<file path="src/rtl/rvfi_retire_serializer_if.sv">
// Retire-serializer bus: multi-channel retire input side plus single-entry head output side.
interface rvfi_retire_serializer_if #(
  parameter int unsigned NRET  = 1,
  parameter int unsigned XLEN  = 32,
  parameter int unsigned DEPTH = 4
);
  logic [NRET-1:0]                in_valid;
  logic [NRET*8-1:0]              in_order;
  logic [NRET*32-1:0]             in_insn;
  logic [NRET*XLEN-1:0]           in_pc;
  logic                           in_ready;
  logic                           out_valid;
  logic                           out_ready;
  logic [7:0]                     out_order;
  logic [31:0]                    out_insn;
  logic [XLEN-1:0]                out_pc;
  logic [$clog2(DEPTH+1)-1:0]     count;
  logic                           overflow;
  logic                           order_error;

  modport master (
    output in_valid, in_order, in_insn, in_pc, out_ready,
    input  in_ready, out_valid, out_order, out_insn, out_pc, count, overflow, order_error
  );

  modport slave (
    input  in_valid, in_order, in_insn, in_pc, out_ready,
    output in_ready, out_valid, out_order, out_insn, out_pc, count, overflow, order_error
  );
endinterface

</file>
<file path="src/rtl/rvfi_retire_serializer.sv">
// Compacts up to NRET retirements per cycle into a FWFT queue drained one entry per cycle.
// Optional order checking: define RISCV_FORMAL_SERIALIZER_ORDERCHK_EN.
module rvfi_retire_serializer #(
  parameter int unsigned NRET  = 1,
  parameter int unsigned XLEN  = 32,
  parameter int unsigned DEPTH = 4
) (
  input  logic                   clk,
  input  logic                   reset,
  rvfi_retire_serializer_if.slave bus
);
  localparam int unsigned PW = (DEPTH > 1) ? $clog2(DEPTH) : 1;
  localparam int unsigned CW = $clog2(DEPTH + 1);

  logic [7:0]      r_order [DEPTH];
  logic [31:0]     r_insn  [DEPTH];
  logic [XLEN-1:0] r_pc    [DEPTH];
  logic [PW-1:0]   r_wptr;
  logic [PW-1:0]   r_rptr;
  logic [CW-1:0]   r_count;
  logic            r_overflow;

  logic            w_ready;
  logic            w_any;
  logic            w_push;
  logic            w_pop;
  logic            w_valid;
  logic [CW-1:0]   w_nvalid;
  logic [PW-1:0]   w_slot [NRET];

  // in_ready depends only on the registered count, so a same-cycle pop never opens space
  assign w_ready = (32'(r_count) + NRET) <= DEPTH;
  assign w_any   = |bus.in_valid;
  assign w_push  = w_any && w_ready;
  assign w_valid = (r_count != '0);
  assign w_pop   = w_valid && bus.out_ready;

  // Each valid channel lands at write pointer + number of valid channels below it
  always_comb begin
    w_nvalid = '0;
    for (int unsigned i = 0; i < NRET; i++) begin
      w_slot[i] = r_wptr + PW'(w_nvalid);
      w_nvalid  = w_nvalid + CW'(bus.in_valid[i]);
    end
  end

  always_ff @(posedge clk) begin
    if (w_push && !reset) begin
      for (int unsigned i = 0; i < NRET; i++) begin
        if (bus.in_valid[i]) begin
          r_order[w_slot[i]] <= bus.in_order[i*8 +: 8];
          r_insn[w_slot[i]]  <= bus.in_insn[i*32 +: 32];
          r_pc[w_slot[i]]    <= bus.in_pc[i*XLEN +: XLEN];
        end
      end
    end
  end

  always_ff @(posedge clk) begin
    if (reset) begin
      r_wptr     <= '0;
      r_rptr     <= '0;
      r_count    <= '0;
      r_overflow <= 1'b0;
    end else begin
      if (w_push) begin
        r_wptr <= r_wptr + PW'(w_nvalid);
      end
      if (w_pop) begin
        r_rptr <= r_rptr + PW'(1);
      end
      r_count <= r_count + (w_push ? w_nvalid : '0) - CW'(w_pop);
      if (w_any && !w_ready) begin
        r_overflow <= 1'b1;
      end
    end
  end

  assign bus.in_ready  = w_ready;
  assign bus.out_valid = w_valid;
  assign bus.out_order = w_valid ? r_order[r_rptr] : '0;
  assign bus.out_insn  = w_valid ? r_insn[r_rptr]  : '0;
  assign bus.out_pc    = w_valid ? r_pc[r_rptr]    : '0;
  assign bus.count     = r_count;
  assign bus.overflow  = r_overflow;

`ifdef RISCV_FORMAL_SERIALIZER_ORDERCHK_EN
  logic       r_base_valid;
  logic [7:0] r_prev_order;
  logic       r_order_error;

  // The first dequeue after reset only establishes the baseline
  always_ff @(posedge clk) begin
    if (reset) begin
      r_base_valid  <= 1'b0;
      r_prev_order  <= '0;
      r_order_error <= 1'b0;
    end else if (w_pop) begin
      if (r_base_valid && (r_order[r_rptr] != r_prev_order + 8'd1)) begin
        r_order_error <= 1'b1;
      end
      r_prev_order <= r_order[r_rptr];
      r_base_valid <= 1'b1;
    end
  end

  assign bus.order_error = r_order_error;
`else
  assign bus.order_error = 1'b0;
`endif

endmodule

</file>
<file path="src/flat_wrapper.sv">
// flat-port wrapper written by rule: the top's interface ports become plain ports
module rvfi_retire_serializer_flat 
#(
  parameter int unsigned NRET  = 1,
  parameter int unsigned XLEN  = 32,
  parameter int unsigned DEPTH = 4
)
  (clk, reset, bus_in_valid, bus_in_order, bus_in_insn, bus_in_pc, bus_out_ready, bus_in_ready, bus_out_valid, bus_out_order, bus_out_insn, bus_out_pc, bus_count, bus_overflow, bus_order_error);
  rvfi_retire_serializer_if #(.NRET(NRET), .XLEN(XLEN), .DEPTH(DEPTH)) bus_i ();
  input  logic clk;
  input  logic reset;
  input wire logic [$bits(bus_i.in_valid)-1:0] bus_in_valid;
  input wire logic [$bits(bus_i.in_order)-1:0] bus_in_order;
  input wire logic [$bits(bus_i.in_insn)-1:0] bus_in_insn;
  input wire logic [$bits(bus_i.in_pc)-1:0] bus_in_pc;
  input wire logic [$bits(bus_i.out_ready)-1:0] bus_out_ready;
  output wire logic [$bits(bus_i.in_ready)-1:0] bus_in_ready;
  output wire logic [$bits(bus_i.out_valid)-1:0] bus_out_valid;
  output wire logic [$bits(bus_i.out_order)-1:0] bus_out_order;
  output wire logic [$bits(bus_i.out_insn)-1:0] bus_out_insn;
  output wire logic [$bits(bus_i.out_pc)-1:0] bus_out_pc;
  output wire logic [$bits(bus_i.count)-1:0] bus_count;
  output wire logic [$bits(bus_i.overflow)-1:0] bus_overflow;
  output wire logic [$bits(bus_i.order_error)-1:0] bus_order_error;
  assign bus_i.in_valid = bus_in_valid;
  assign bus_i.in_order = bus_in_order;
  assign bus_i.in_insn = bus_in_insn;
  assign bus_i.in_pc = bus_in_pc;
  assign bus_i.out_ready = bus_out_ready;
  assign bus_in_ready = bus_i.in_ready;
  assign bus_out_valid = bus_i.out_valid;
  assign bus_out_order = bus_i.out_order;
  assign bus_out_insn = bus_i.out_insn;
  assign bus_out_pc = bus_i.out_pc;
  assign bus_count = bus_i.count;
  assign bus_overflow = bus_i.overflow;
  assign bus_order_error = bus_i.order_error;
  rvfi_retire_serializer #(.NRET(NRET), .XLEN(XLEN), .DEPTH(DEPTH)) u_core (.clk(clk), .reset(reset), .bus(bus_i));
endmodule
</file>
<file path="config.mk">
export PLATFORM = sky130hd
export DESIGN_NAME = rvfi_retire_serializer_flat
export DESIGN_NICKNAME = d
export VERILOG_FILES = /design/src/rtl/rvfi_retire_serializer_if.sv /design/src/rtl/rvfi_retire_serializer.sv /design/src/flat_wrapper.sv
export SDC_FILE = /design/constraint.sdc
export NUM_CORES = 1
export LEC_CHECK = 0
export CAP_MARGIN = 20
export CORE_MARGIN = 10
export CORE_UTILIZATION = 55
export CTS_CLUSTER_DIAMETER = 120
export DETAILED_ROUTE_END_ITERATION = 6
export PLACE_DENSITY = 0.86
export SLEW_MARGIN = 15
export SYNTH_ARGS = -nofsm -noshare
export SYNTH_HDL_FRONTEND = slang
export SYNTH_SLANG_ARGS = --single-unit
export TNS_END_PERCENT = 50
</file>
<file path="constraint.sdc">
create_clock -name clk -period 14 [get_ports clk]
set_input_delay 2.8 -clock clk [delete_from_list [all_inputs] [get_ports clk]]
set_output_delay 2.8 -clock clk [all_outputs]
set_load 0.01 [all_outputs]
</file>
==> results of run 1 <==
-- Yosys cell counts, types with 2 or more instances --
library cell	count	area share
buf_12	7	0.012
nor4b_1	2	0.0015
mux4_2	70	0.14
ha_1	4	0.0044
and2_1	73	0.040
nor2b_1	2	0.0011
edfxtp_1	288	0.75
mux4_1	2	0.0046
o21ai_0	2	0.00087
clkbuf_1	9	0.0029
inv_1	5	0.0016
nor2_1	5	0.0016
buf_2	8	0.0035
dfxtp_1	10	0.017
nand2b_1	4	0.0022
-- metrics by stage --
| stage | instance area [µm²] | setup WS [ps] | total power [mW] |
|---|---|---|---|
| 6_report | 14200 | 7790 | 2.52 |
| 5_1_grt | 14200 | 7520 | 2.64 |
| 3_3_place_gp | 13200 | 8270 | 1.73 |
| 4_1_cts | 14200 | 7670 | 2.56 |
| 3_5_place_dp | 13200 | 8250 | 1.75 |
| 2_1_floorplan | 11500 | 2570 | 1.45 |
-- final cells by class --
cell class              instances  share of cell area
repair buffers                161               0.112
well taps                     270              0.0238
flip-flops and latches        298               0.624
inverters                       5             0.00132
clock buffers                  32              0.0519
clock inverters                21              0.0192
multi-input cells             182               0.168
diodes                          2            0.000352
-- power breakdown --
group | switching [mW] | leakage [nW] | internal [mW]
Sequential | 0.0492 | 2.69 | 1.03
Combinational | 0.268 | 1.33 | 0.374
Clock | 0.316 | 0.492 | 0.491
-- cells by family after synthesis --
logic type,Yosys count,synth area share
DFF,298,0.772
and+or+nand+nor,93,0.0498
muxes,74,0.144
buffers and inverters,31,0.0219
AOI/OAI and AO/OA,7,0.00415
adders and majority gates,5,0.00611
xor gates and xnor gates,2,0.00153
other,1,0.000327
-- worst paths after layout --
check | start | to | slack [ps] | cells after the start
worst min-delay path | u_core.bus.overflow | u_core.bus.overflow | 480 | 2
worst max register to register | u_core.bus.count[1] | u_core.r_order[2][0] | 11250 | 5
worst min register to register | u_core.bus.overflow | u_core.bus.overflow | 480 | 2
worst max-delay path | register | bus_out_insn[17] | 7790 | 4
-- flip-flops by register name, summed over array words and instances (netlist names), named ones only --
signal / count
u_core.r_wptr: 2
u_core.bus.count: 3
u_core.r_rptr: 2
u_core.bus.overflow: 1
u_core.r_insn: 128
u_core.r_pc: 128
u_core.r_order: 32
-- critical path, cell delays in order (launching register included) --
cell             delay [ps]
dfxtp_4                 830
buf_4                   690
mux4_2                  590
and2_1                  180
clkdlybuf4s50_1         520
-- routing by layer --
metal,global-route usage,vias up,wire length (µm)
li1,-,2407,-
met1,0.219,2799,8670
met2,0.275,189,11600
met3,0.0380,33,1640
met4,0.0491,0,473
met5,0,-,0
==> impl_metrics.env, run 1 <==
export IMPL_root_buffer="clkbuf_16"
export IMPL_path_class="reg -> out"
export IMPL_ir_drop_uv=152
export IMPL_grtUsageTotal=0.167
export IMPL_setup_worst_path_start_class="register"
export IMPL_multi_input_area_um2=2380
export IMPL_hp_class="reg -> reg"
export IMPL_port_buffers=153
export IMPL_drive_above_1_share=0.196
export IMPL_start_util=0.563
export IMPL_num_vias=5428
export IMPL_clock_skew_ps=11.8
export IMPL_fin_crit_sh=0.443
export IMPL_async_reset_ff_frac=0
export IMPL_fp_dieH_um=164
export IMPL_cp_end_kind="output port"
export IMPL_fmax_mhz=161
export IMPL_routed_wl_um=22300
export IMPL_grt_max_degree=76
export IMPL_drv_slew=0
export IMPL_drtIter0Drc=349
export IMPL_layout_commonest_cell="edfxtp_1"
export IMPL_seq_area_frac_synth=0.772
export IMPL_tightest_slew_ps=1090
export IMPL_synth_cell_types=35
export IMPL_area_growth_pct=23.9
export IMPL_grt_pass1_wl_um=34900
export IMPL_register_area_um2=8860
export IMPL_numClockSinks=298
export IMPL_grt_setup_unrepaired="false"
export IMPL_first_pass_iters=4
export IMPL_cts_tree="done"
export IMPL_cts_max_level=1
export IMPL_wl_per_cell_um=23.0
export IMPL_insertion_delay_ps=540
export IMPL_post_cts_setup_buffers=0
export IMPL_grt_pass1_vias=5963
export IMPL_finalCriticalPeriod_ps=6210
export IMPL_drv_cap=0
export IMPL_synth_fp_nets=592
export IMPL_max_slew_margin_rel=0.276
export IMPL_finalSetupViolations=0
export IMPL_core_area_um2=20400
export IMPL_cts_hold_buf=0
export IMPL_cp_data_arrival_time_ps=3410
export IMPL_hold_viol=0
export IMPL_drc=0
export IMPL_die_area_um2=27000
export IMPL_hold_ws_ps=479
export IMPL_postSynthAreaPerCell_um2=22.4
export IMPL_postCtsResizedCells=0
export IMPL_synth_warnings=0
export IMPL_mostFrequentLayoutCells="edfxtp_1, clkdlybuf4s50_1, and2_1, mux4_2, clkbuf_16"
export IMPL_cp_data_required_time_ps=11200
export IMPL_synth_area_um2=11500
export IMPL_synth_seq_cells=298
export IMPL_cts_reportedPaths_clkPinSlew_ps=60
export IMPL_power_density_nw_per_um2=178
export IMPL_postRouteAntennaNets=0
export IMPL_antenna_found_initial=2
export IMPL_fin_util=0.697
export IMPL_num_nets_final=758
export IMPL_num_rows=52
export IMPL_ys_flop_type="edfxtp_1"
export IMPL_dp_hpwl_um=13300
export IMPL_p_leak_nw=4.52
export IMPL_grt_remaining_overflow=0
export IMPL_fin_cells=971
export IMPL_fill_cells=1236
export IMPL_cts_buffer_depth=3
export IMPL_viasPerCell=5.59
export IMPL_worstPathMaxFanout=37
export IMPL_synthCells=511
export IMPL_fin_setup_tns_ps=0
export IMPL_die_w_um=164
export IMPL_gp_congestion=0.747
export IMPL_synth_edff_count=288
export IMPL_cts_buffers=29
export IMPL_dp_cells=916
export IMPL_pin_count=155
export IMPL_status="completed"
(Power assumes the default switching activity.)
==> inputs of run 2 (changes only) <==
==> constraint.sdc (replaced) <==
create_clock -name clk -period 6.2 [get_ports clk]
set_input_delay 1.24 -clock clk [delete_from_list [all_inputs] [get_ports clk]]
set_output_delay 1.24 -clock clk [all_outputs]
set_load 0.01 [all_outputs]
==> impl_metrics.env, run 2 (same netlist as run 1, synthesis figures left out) <==
export IMPL_max_slew_margin_rel=0.317
export IMPL_gp_congestion=0.729
export IMPL_grt_pass1_wl_um=33400
export IMPL_mostFrequentLayoutCells="edfxtp_1, clkdlybuf4s50_1, and2_1, mux4_2, clkbuf_16"
export IMPL_intPower_mw=4.18
export IMPL_layout_commonest_cell="edfxtp_1"
export IMPL_combPwrFrac=0.260
export IMPL_grtUsageTotal=0.160
export IMPL_grt_use_met3=0.0368
export IMPL_drv_cap=0
export IMPL_wl_per_cell_um=22.6
export IMPL_pin_count=155
export IMPL_post_cts_setup_buffers=0
export IMPL_cp_data_required_time_ps=4960
export IMPL_ir_drop_uv=486
export IMPL_cts_max_level=1
export IMPL_timing_rr_start="u_core.bus.count[1]"
export IMPL_core_area_um2=20400
export IMPL_port_buffers=153
export IMPL_drv_slew=0
export IMPL_antenna_found_initial=1
export IMPL_die_area_um2=27000
export IMPL_grt_remaining_overflow=0
export IMPL_grt_max_degree=76
export IMPL_cts_tree="done"
export IMPL_hold_start="u_core.bus.overflow"
export IMPL_p_leak_nw=4.52
export IMPL_grt_pass1_vias=5845
export IMPL_fp_dieH_um=164
export IMPL_status="completed"
export IMPL_drc=0
export IMPL_viasPerCell=5.58
export IMPL_num_rows=52
export IMPL_clock_skew_ps=11.6
export IMPL_drtIter0Drc=326
export IMPL_cp_data_arrival_time_ps=3170
export IMPL_worstPathMaxFanout=35
export IMPL_num_vias=5420
export IMPL_area_growth_pct=23.9
export IMPL_finalPower_mw=5.59
export IMPL_fin_util=0.697
export IMPL_cts_buffers=29
export IMPL_fin_cells=972
export IMPL_p_seq_frac=0.434
export IMPL_p_switching_mw=1.41
export IMPL_tightest_slew_ps=1020
export IMPL_p_clk_frac=0.306
export IMPL_cts_hold_buf=0
export IMPL_hp_class="reg -> reg"
export IMPL_dp_hpwl_um=13500
export IMPL_routed_wl_um=21900
export IMPL_fin_crit_sh=0.712
export IMPL_root_buffer="clkbuf_16"
export IMPL_grt_setup_unrepaired="false"
export IMPL_cts_buffer_depth=3
export IMPL_setup_worst_path_start_class="register"
export IMPL_drive_above_1_share=0.195
export IMPL_num_nets_final=761
export IMPL_path_class="reg -> out"
export IMPL_cp_end_kind="output port"
export IMPL_fmax_mhz=227
export IMPL_hold_viol=0
export IMPL_power_density_nw_per_um2=394
export IMPL_fill_cells=1221
export IMPL_start_util=0.563
export IMPL_dp_cells=919
export IMPL_insertion_delay_ps=530
export IMPL_fin_setup_tns_ps=0
export IMPL_numClockSinks=298
export IMPL_postCtsResizedCells=0
export IMPL_grtUsageMet1=0.201
export IMPL_finalCriticalPeriod_ps=4410
export IMPL_cts_reportedPaths_clkPinSlew_ps=60
export IMPL_finalSetupViolations=0
export IMPL_postRouteAntennaNets=0
export IMPL_top_usage_layer="met2"
export IMPL_die_w_um=164
export IMPL_swShare=0.252
export IMPL_first_pass_iters=4
export IMPL_grtUsageMet2=0.274
==> run 2: cell types whose count changed in the layout (fill, tap and decap cells not counted), sizes merged <==
cell,before,now
clkinv,11,12
clkinvlp,3,1
diode,2,1
bufinv,6,3
buf,8,11
clkbuf,32,35
==> run 2: power groups by stage <==
stage	clock network, mW	logic, mW	registers [mW]
after floorplan	0	0.877	2.39
after global placement	0	1.46	2.46
after detailed placement	0	1.48	2.47
after CTS	1.74	1.49	2.43
after global routing	1.83	1.57	2.44
final	1.71	1.45	2.42
==> run 2: final timing paths <==
path / end / slack (ps) / cells after the start
min reg2reg: u_core.bus.overflow / 490 / 2
min: u_core.bus.overflow / 490 / 2
max: bus_out_insn[10] / 1790 / 4
max reg2reg: u_core.r_pc[3][0] / 3280 / 5
==> run 2: metal layers <==
metal / part of all wire / wire, µm
met3: 0.068 / 1500
met2: 0.52 / 11500
met5: 0.00059 / 13
met1: 0.39 / 8480
met4: 0.019 / 425
==> run 2: layout make-up <==
type                    count  area (µm²)  share of cell area
clock buffers              35         778              0.0548
well taps                 270         338              0.0238
inverters                   5        18.8             0.00132
repair buffers            164        1610               0.114
multi-input cells         182        2420               0.170
flip-flops and latches    298        8860               0.624
diodes                      1        2.50            0.000176
clock inverters            17         174              0.0122
==> run 2: per-stage QoR <==
step	hold WS [ps]	worst slack (ps)	instance area, µm²
3_5_place_dp	472	2050	13200
6_report	485	1790	14200
4_1_cts	486	1690	14200
5_1_grt	507	1540	14200
2_1_floorplan	477	-78.9	11500
3_3_place_gp	458	2150	13200
==> run 2: worst max-delay path: stages (launching register included) <==
cell and delay, ps:
dfxtp_4 810, buf_4 540, mux4_2 600, and2_1 180, clkdlybuf4s50_1 490
